`src/rtl/spi_fifo_ctrl.sv`:
```
// Four-channel round-robin sample collector feeding a circular 16-bit FIFO read by an SPI slave.
// The output stage holds each popped word for one full cycle so the slave can latch it late.
module spi_fifo_ctrl #(
    parameter int DEPTH = 16,
    parameter int AW    = 4
) (
    input  logic          sys_clk,
    input  logic          sys_rst,
    input  logic [3:0]    req_valid,
    input  logic [63:0]   req_data,
    output logic [3:0]    req_ack,
    input  logic          flag_rd_fifo,
    output logic [15:0]   fifo_data,
    output logic          fifo_valid,
    output logic [AW:0]   fifo_count,
    output logic          ovf_flag,
    output logic          unf_flag,
    input  logic          clr_err
);

    typedef enum logic [1:0] {
        ST_EMPTY = 2'd0,
        ST_SHOW  = 2'd1,
        ST_HOLD  = 2'd2
    } state_e;

    localparam logic [AW:0] DEPTH_C = (AW+1)'(DEPTH);

    logic [15:0]   mem_q [DEPTH];
    logic [AW-1:0] wp_q, wp_d, rp_q, rp_d;
    logic [AW:0]   count_q, count_d;
    logic [1:0]    pp_q, pp_d;
    state_e        state_q, state_d;
    logic [15:0]   data_q, data_d;
    logic          valid_q, valid_d;
    logic          ovf_q, ovf_d, unf_q, unf_d;

    logic          full_s, empty_s, push_s, pop_s;
    logic [3:0]    ack_s;
    logic [1:0]    gnt_idx_s;
    logic [15:0]   wdata_s;

    // Lowest rotation offset from ptr wins: scanning high-to-low lets the last hit stand.
    function automatic logic [3:0] rr_pick(input logic [3:0] req, input logic [1:0] ptr);
        logic [3:0] gnt;
        logic [1:0] idx;
        gnt = 4'b0000;
        for (int k = 3; k >= 0; k--) begin
            idx = ptr + 2'(k);
            if (req[idx]) begin
                gnt = 4'b0001 << idx;
            end else begin
                gnt = gnt;
            end
        end
        return gnt;
    endfunction

    assign full_s  = (count_q == DEPTH_C);
    assign empty_s = (count_q == {(AW+1){1'b0}});

    // Grant selection: no grant while full or in reset.
    always_comb begin
        ack_s = 4'b0000;
        if (!sys_rst && !full_s) begin
            ack_s = rr_pick(req_valid, pp_q);
        end else begin
            ack_s = 4'b0000;
        end
        case (ack_s)
            4'b0001: gnt_idx_s = 2'd0;
            4'b0010: gnt_idx_s = 2'd1;
            4'b0100: gnt_idx_s = 2'd2;
            4'b1000: gnt_idx_s = 2'd3;
            default: gnt_idx_s = 2'd0;
        endcase
    end

    assign push_s  = |ack_s;
    assign pop_s   = flag_rd_fifo && !empty_s;
    assign wdata_s = req_data[{gnt_idx_s, 4'b0000} +: 16];
    assign req_ack = ack_s;

    // Buffer storage; contents survive reset, only the pointers are cleared.
    always_ff @(posedge sys_clk) begin
        if (push_s) begin
            mem_q[wp_q] <= wdata_s;
        end
    end

    // Pointer, occupancy, arbiter pointer and sticky error next-state.
    always_comb begin
        wp_d = push_s ? (wp_q + AW'(1)) : wp_q;
        rp_d = pop_s  ? (rp_q + AW'(1)) : rp_q;
        pp_d = push_s ? (gnt_idx_s + 2'd1) : pp_q;
        case ({push_s, pop_s})
            2'b10:   count_d = count_q + (AW+1)'(1);
            2'b01:   count_d = count_q - (AW+1)'(1);
            default: count_d = count_q;
        endcase
        if (full_s && (|req_valid)) begin
            ovf_d = 1'b1;
        end else if (clr_err) begin
            ovf_d = 1'b0;
        end else begin
            ovf_d = ovf_q;
        end
        if (flag_rd_fifo && empty_s) begin
            unf_d = 1'b1;
        end else if (clr_err) begin
            unf_d = 1'b0;
        end else begin
            unf_d = unf_q;
        end
    end

    // Output FSM: any accepted pop freezes the popped word for the following cycle.
    always_comb begin
        state_d = state_q;
        data_d  = data_q;
        case (state_q)
            ST_EMPTY, ST_SHOW, ST_HOLD: begin
                if (pop_s) begin
                    state_d = ST_HOLD;
                    data_d  = mem_q[rp_q];
                end else if (!empty_s) begin
                    state_d = ST_SHOW;
                    data_d  = mem_q[rp_q];
                end else begin
                    state_d = ST_EMPTY;
                    data_d  = 16'h0000;
                end
            end
            default: begin
                state_d = ST_EMPTY;
                data_d  = 16'h0000;
            end
        endcase
        valid_d = (state_d != ST_EMPTY);
    end

    // State registers with synchronous reset.
    always_ff @(posedge sys_clk) begin
        if (sys_rst) begin
            wp_q    <= {AW{1'b0}};
            rp_q    <= {AW{1'b0}};
            count_q <= {(AW+1){1'b0}};
            pp_q    <= 2'd0;
            state_q <= ST_EMPTY;
            data_q  <= 16'h0000;
            valid_q <= 1'b0;
            ovf_q   <= 1'b0;
            unf_q   <= 1'b0;
        end else begin
            wp_q    <= wp_d;
            rp_q    <= rp_d;
            count_q <= count_d;
            pp_q    <= pp_d;
            state_q <= state_d;
            data_q  <= data_d;
            valid_q <= valid_d;
            ovf_q   <= ovf_d;
            unf_q   <= unf_d;
        end
    end

    assign fifo_data  = data_q;
    assign fifo_valid = valid_q;
    assign fifo_count = count_q;
    assign ovf_flag   = ovf_q;
    assign unf_flag   = unf_q;

endmodule

```
`config.mk`:
```
export PLATFORM = sky130hd
export DESIGN_NAME = spi_fifo_ctrl
export DESIGN_NICKNAME = d
export VERILOG_FILES = /design/src/rtl/spi_fifo_ctrl.sv
export SDC_FILE = /design/constraint.sdc
export NUM_CORES = 1
export LEC_CHECK = 0
export ABC_AREA = 0
export BUFFER_PORTS_ARGS = -buffer_cell sky130_fd_sc_hd__buf_4
export CORE_UTILIZATION = 64
export DETAILED_ROUTE_END_ITERATION = 8
export GPL_ROUTABILITY_DRIVEN = 0
export PLACE_DENSITY_LB_ADDON = 0.15
export SLEW_MARGIN = 30
export SYNTH_ARGS = -nofsm -noshare
export SYNTH_HDL_FRONTEND = slang
export SYNTH_SLANG_ARGS = --single-unit
```
`constraint.sdc`:
```
create_clock -name sys_clk -period 14.7 [get_ports sys_clk]
set_input_delay 2.94 -clock sys_clk [delete_from_list [all_inputs] [get_ports sys_clk]]
set_output_delay 2.94 -clock sys_clk [all_outputs]
set_load 0.005 [all_outputs]
```
==> summary.md, run 1 <==
| Metric | Value |
|---|---|
| Final ANT Viol Nets | `0` |
| First-pass GRT wire length | `41.3 mm` |
| Pwr/cell area | `197 mW/mm²` |
| Arrival @ worst endpoint | `4.88 ns` |
| Setup crit end kind | `primary output` |
| EDFF count, synth | `256` |
| Vias per Instance | `6.47` |
| Async set-reset flop share out of synthesis | `0%` |
| Max clock buf depth | `3` |
| Vias | `7017` |
| Unrepaired setup endpoints after global routing | `false` |
| Clock root buffer master | `clkbuf_16` |
| Post-synth top area cell | `edfxtp_1` |
| Critical path peak fanout | `8` |
| WL met3 | `2.16 mm` |
| Ant diodes | `0` |
| Largest net degree at the start of global routing | `65` |
| Synth warn | `0` |
| FMAX | `0.128 GHz` |
| Area grow syn2layout | `15.3%` |
| Routed wire per std cell | `25.1 µm` |
| Worst-margin pin slew | `0.953 ns` |
| WL met2 | `14.3 mm` |
| Grt ovf | `0` |
| Number of max-cap violations | `0` |
| Req. time, crit path | `11.76 ns` |
| Critical Path Slowest Stage Cell | `mux4_2` |
| Syn Nets | `787` |
| Max stage delay on crit path | `0.50 ns` |
| Leak | `4.98 nW` |
| Top sig layer | `met4` |
| Max_slew headroom | `36.5%` |
| Initial antenna violation count | `0` |
| CTS buffer count | `27` |
| IO Pins | `100` |
| Hold-fix buffers, CTS | `0` |
| Die Ht | `141 µm` |
| CTS tree | `done` |
| Worst Setup Path Type | `in -> out` |
| Tcrit/Tclk final | `53.2%` |
| Layout cell share with drive strength beyond 1 | `33.5%` |
| Most frequent cell after synthesis | `edfxtp_1` |
| Hpwl dp | `15.5 mm` |
| Clk sink count | `296` |
| Syn Std Cell Area | `0.0124 mm²` |
| 1st-iter DRT viols | `588` |
| Area contributors post-synth | `edfxtp_1 (62%), mux4_2 (15%), dfxtp_1 (6.4%)` |
| CTS clk-pin slew, worst paths | `0.06 ns` |
| Post-synthesis cell type count | `51` |
| Setup-failing EPs final | `0` |
| WP buf/inv | `2` |
| Fillcell total | `1100` |
| Total GRT Usage | `28.6%` |
| Core ar. | `0.0189 mm²` |
| Synth Register Bits | `296` |
| Worst-Skew Late Latency | `0.54 ns` |
| Synth Flop Type | `edfxtp_1` |
| Die area | `0.0200 mm²` |
| Placed cells | `1037` |
| Layout Cells excl Fill | `1085` |
| Worst hold path class | `reg -> reg` |
| PortBufs | `99` |
| Post-CTS setup buffer count | `0` |
| Top cell by count, worst path | `buf_4` |
| Final net count | `894` |
| Avg Synthesized Cell Area | `17.8 µm²` |
| Rows | `50` |
| Fin. Hold Viols | `0` |
| Skew final | `0.0112 ns` |
| Starting density of the core | `65.9%` |
| Status | `finished, final reports clean` |
| Synth Instances | `699` |
| Vias in the first global route | `6975` |
| Max Transition Viols Final | `0` |
| Top-area cell type share of the netlist area | `61.8%` |
| Sequential-to-total area share from yosys stat | `68.2%` |
| Metal1 wirelength | `10.4 mm` |
| Die W | `141 µm` |
| Total Routed Length | `27.3 mm` |
| Worst VDD drop | `0.000159 V` |
| Top delay family on crit path | `compound AO/OA/AOI/OAI gates` |
| Post-synth top cells | `edfxtp_1 (256), mux4_2 (84), dfxtp_1 (40)` |
| Fin crit period | `7.82 ns` |
| Setup TNS | `0 ns` |
| Pre-Repair DR Iteration Count | `5` |
| Htree depth | `1` |
| Crit start category | `input pin` |
| Cells along the critical path | `buf_4, mux4_2, a211oi_2, o21ai_0, o21ai_2, buf_4` |
| Residual DRC | `0` |
| Post_cts resized | `0` |
placed cells by master (no fill, tap or decap), types with 13 or more instances in the layout:
cell | synthesis | routed
nor2_1 | 33 | 32
edfxtp_1 | 256 | 256
a211oi_1 | 16 | 16
mux4_2 | 84 | 84
nand2_1 | 13 | 13
buf_4 | 0 | 122
inv_1 | 26 | 26
nor2b_1 | 19 | 19
o21ai_0 | 22 | 22
clkbuf_16 | 0 | 27
a311oi_1 | 16 | 16
ha_1 | 16 | 16
dfxtp_1 | 40 | 37
o211a_1 | 16 | 16
layout make-up:
cell class              instances  area (µm²)  area share, %
repair buffers                124         938           6.54
clock buffers                  37         713           4.97
clock inverters                11        82.6          0.576
inverters                      28         106          0.741
well taps                     260         325           2.27
flip-flops and latches        296        8490           59.2
multi-input cells             329        3680           25.7
metrics by stage:
step                total power [mW]  util, %  hold WS (ns)  instance area (µm²)  setup WS [ns]
finish                          2.83     75.9         0.490                14300           6.88
global route                    2.95     75.9         0.556                14300           6.86
CTS                             2.83     75.9         0.494                14300           7.03
detailed placement              2.18     71.6         0.479                13500           7.03
global placement                2.13     71.4         0.472                13500           7.19
floorplan                       1.88        -         0.476                12400           7.63
report_power, final:
part           internal (mW)  switching, mW  leakage (nW)
clock                  0.356          0.286         0.388
sequential              1.19         0.0638          2.63
combinational          0.403          0.533          1.96
logic make-up after synthesis:
kind of cell / Yosys count / synth area share, %
flops: 296 / 68.2
simple gates: 106 / 4.42
compound gates: 102 / 6.40
mux: 92 / 15.9
buf+inv: 74 / 2.57
fa+ha+maj: 16 / 1.61
xor+xnor: 13 / 0.915
sequential cells by signal, summed over array words and instances (netlist names), named ones only:
| register | count |
|---|---|
| mem_q | 256 |
| fifo_data | 16 |
| fifo_count | 5 |
| rp_q | 4 |
| wp_q | 4 |
| pp_q | 2 |
| state_q | 2 |
| fifo_valid | 1 |
| ovf_flag | 1 |
| unf_flag | 1 |
worst reg2reg max path, delay by kind of cell (launching register included):
kind	cells	cell delay [ns]
compound gates	6	0.95
flops	1	0.72
xor+xnor	2	0.36
mux	1	0.54
fa+ha+maj	3	1.05
simple gates	3	1.31
buf+inv	3	0.50
worst paths after layout:
path                               from                          to  slack, ns  cells after the start
hold reg to reg   ovf_flag$_SDFFE_PP0P_       ovf_flag$_SDFFE_PP0P_       0.49                      2
hold / removal    ovf_flag$_SDFFE_PP0P_       ovf_flag$_SDFFE_PP0P_       0.49                      2
setup reg to reg   pp_q[0]$_SDFFE_PP0P_  fifo_count[4]$_SDFFE_PP0P_       9.20                     18
setup / recovery           req_valid[3]                  req_ack[3]       6.88                      6
routing by layer:
metal  global-route usage [%]  vias up
met4                     6.90        0
met2                     50.9      400
met1                     37.7     3572
li1                         -     3017
met3                     3.88       28
met5                        0        -
Note: power is estimated with default switching activity, not from simulation.
==> run 2: changes to the inputs <==
--- a/config.mk
+++ b/config.mk
@@ -7,7 +7,7 @@
 export LEC_CHECK = 0
 export ABC_AREA = 0
 export BUFFER_PORTS_ARGS = -buffer_cell sky130_fd_sc_hd__buf_4
-export CORE_UTILIZATION = 64
+export CORE_UTILIZATION = 60
 export DETAILED_ROUTE_END_ITERATION = 8
 export GPL_ROUTABILITY_DRIVEN = 0
 export PLACE_DENSITY_LB_ADDON = 0.15
==> constraint.sdc (replaced) <==
create_clock -name sys_clk -period 8.05 [get_ports sys_clk]
set_input_delay 1.61 -clock sys_clk [delete_from_list [all_inputs] [get_ports sys_clk]]
set_output_delay 1.61 -clock sys_clk [all_outputs]
set_load 0.005 [all_outputs]
==> summary.md, run 2 (synthesis results as in run 1) <==
| Metric | Value |
|---|---|
| R2R depth | `17 (-1)` |
| Worst VDD drop | `0.000298 V (+88%)` |
| Skew final | `0.0119 ns (+0.000678 ns)` |
| Number of max-cap violations | `0 (unchanged)` |
| Crit path from | `pp_q[0]$_SDFFE_PP0P_` |
| Worst-Skew Late Latency | `0.54 ns (about the same)` |
| Cells along the critical path | `inv_1, ha_1, mux2i_1, o22ai_1, a2111oi_0, o21ai_1, or4_1, clkinv_2, ha_1, xor2_1, ha_1, o21ai_0, a21oi_1, a21oi_1, xor2_1, or3_1, a21oi_1` |
| Critical R2R Capture | `fifo_count[4]$_SDFFE_PP0P_` |
| Max reg flops | `256 (unchanged)` |
| Residual DRC | `0 (unchanged)` |
| Pre-Repair DR Iteration Count | `5 (unchanged)` |
| 1st-iter DRT viols | `606 (+3.1%)` |
| Largest net degree at the start of global routing | `65 (unchanged)` |
| Final ANT Viol Nets | `0 (unchanged)` |
| Rows | `52 (+4.0%)` |
| Fin. Hold Viols | `0 (unchanged)` |
| Routed wire per std cell | `23.6 µm (-6.0%)` |
| Worst hold stages | `2 (unchanged)` |
| Die Ht | `146 µm (+3.2%)` |
| CTS clk-pin slew, worst paths | `0.06 ns (about the same)` |
| FMAX | `0.180 GHz` |
| Die area | `0.0213 mm² (+6.6%)` |
| Ant diodes | `0 (unchanged)` |
| Crit start category | `flip-flop` |
| Commonest non-fill, non-tap cell in the layout | `edfxtp_1` |
| Setup TNS | `0 ns (unchanged)` |
| Worst Setup Path Type | `reg -> reg` |
| Unrepaired setup endpoints after global routing | `false` |
| Worst R2R Setup Slack | `2.51 ns (-6.69 ns)` |
| Vias per Instance | `6.25 (-3.3%)` |
| Critical Path Slowest Stage Cell | `or4_1` |
| Req. time, crit path | `8.51 ns (-3.25 ns)` |
| Htree depth | `1 (unchanged)` |
| Total GRT Usage | `25.2% (-3.4 points)` |
| Leak | `5.03 nW (+1.1%)` |
| HP Start | `unf_flag$_SDFFE_PP0P_` |
| Max stage delay on crit path | `0.78 ns (+0.28 ns)` |
| Max Transition Viols Final | `0 (unchanged)` |
| WP buf/inv | `2 (unchanged)` |
| Worst-margin pin slew | `0.946 ns (-0.00635 ns)` |
| Status | `finished, final reports clean` |
| Largest Register | `mem_q` |
| Clock root buffer master | `clkbuf_16` |
| Hold-fix buffers, CTS | `0 (unchanged)` |
| Hpwl dp | `15.4 mm (-0.71%)` |
| Critical path peak fanout | `17 (+9)` |
| Area grow syn2layout | `16.2%` |
| Initial antenna violation count | `0 (unchanged)` |
| Fin crit period | `5.54 ns` |
| Core ar. | `0.0203 mm² (+7.4%)` |
| Commonest non-fill, non-tap cells in the layout | `edfxtp_1 (256), buf_4 (122), mux4_2 (84), dfxtp_1 (37), nor2_1 (32)` |
| Top delay family on crit path | `compound AO/OA/AOI/OAI gates` |
| PortBufs | `99 (unchanged)` |
| First-pass GRT wire length | `40.1 mm (-2.9%)` |
| Hold WS | `0.503 ns (+0.0125 ns)` |
| Hold EP | `unf_flag$_SDFFE_PP0P_` |
| Tcrit/Tclk final | `68.8%` |
| Arrival @ worst endpoint | `6.00 ns (+1.12 ns)` |
| Total Routed Length | `26.0 mm (-4.7%)` |
| Worst reg2reg path startpoint | `pp_q[0]$_SDFFE_PP0P_` |
| Vias | `6880 (-2.0%)` |
| CTS tree | `done` |
| Setup-failing EPs final | `0 (unchanged)` |
| Pwr/cell area | `363 mW/mm² (+84%)` |
| Max_slew headroom | `36.1% (-0.40 points)` |
| CTS buffer count | `29 (+7.4%)` |
| Starting density of the core | `61.3% (-4.6 points)` |
| Final net count | `895 (+0.11%)` |
| Vias in the first global route | `7029 (+0.77%)` |
| Layout cell share with drive strength beyond 1 | `34.0% (+0.52 points)` |
| Max clock buf depth | `3 (unchanged)` |
| Clk sink count | `296 (unchanged)` |
| Post-CTS setup buffer count | `0 (unchanged)` |
| Setup crit end kind | `flip-flop` |
| Post_cts resized | `0 (unchanged)` |
| IO Pins | `100 (unchanged)` |
| Grt ovf | `0 (unchanged)` |
| Die W | `146 µm (+3.2%)` |
| Worst hold path class | `reg -> reg` |
==> run 2: worst max-delay path by stage <==
stage                     cells after the start  slack [ns]                          to
after global routing                         17        2.09  fifo_count[4]$_SDFFE_PP0P_
final                                        17        2.51  fifo_count[4]$_SDFFE_PP0P_
after global placement                       17        2.58  fifo_count[4]$_SDFFE_PP0P_
after CTS                                    18        2.59  fifo_count[4]$_SDFFE_PP0P_
after floorplan                              18        2.85  fifo_count[4]$_SDFFE_PP0P_
after detailed placement                     15        2.22  fifo_count[4]$_SDFFE_PP0P_
==> run 2: per-stage QoR <==
step	worst slack (ns)	utilization [%]	instance area, µm²	power [mW]	cells
after floorplan	2.85	-	12400	3.44	699
after global placement	2.58	66.5	13500	3.89	1045
after detailed placement	2.22	66.7	13500	3.99	1046
after CTS	2.59	71.2	14400	5.26	1100
after global routing	2.09	71.2	14500	5.48	1100
final	2.51	71.2	14500	5.24	1100
==> run 2: cell type report <==
cell class / instances / area (µm²)
sequential: 296 / 8490
fill: 1296 / 5840
multi-input combinational: 329 / 3690
timing repair buffer: 123 / 931
clock buffer: 38 / 769
tap: 270 / 338
clock inverter: 16 / 134
inverter: 28 / 106
==> run 2: per-layer routing <==
metal / global-route usage (%) / vias up / share of wire [%]
met5: 0 / - / 0
met4: 7.55 / 0 / 2.3
met3: 4.00 / 51 / 7.5
met2: 43.3 / 330 / 51
met1: 33.5 / 3467 / 39
li1: - / 3032 / -
==> run 2: power breakdown <==
part	switching (mW)	internal, mW	leakage (nW)	total, mW
clock network	0.534	0.736	0.442	1.27
registers	0.124	2.17	2.63	2.29
logic	0.949	0.734	1.95	1.68
total	1.61	3.64	5.03	5.24
==> run 2: worst min-delay path, cell delays in order (launching register included) <==
cell	delay, ns
dfxtp_1	0.33
a32oi_1	0.06
nor2_1	0.07
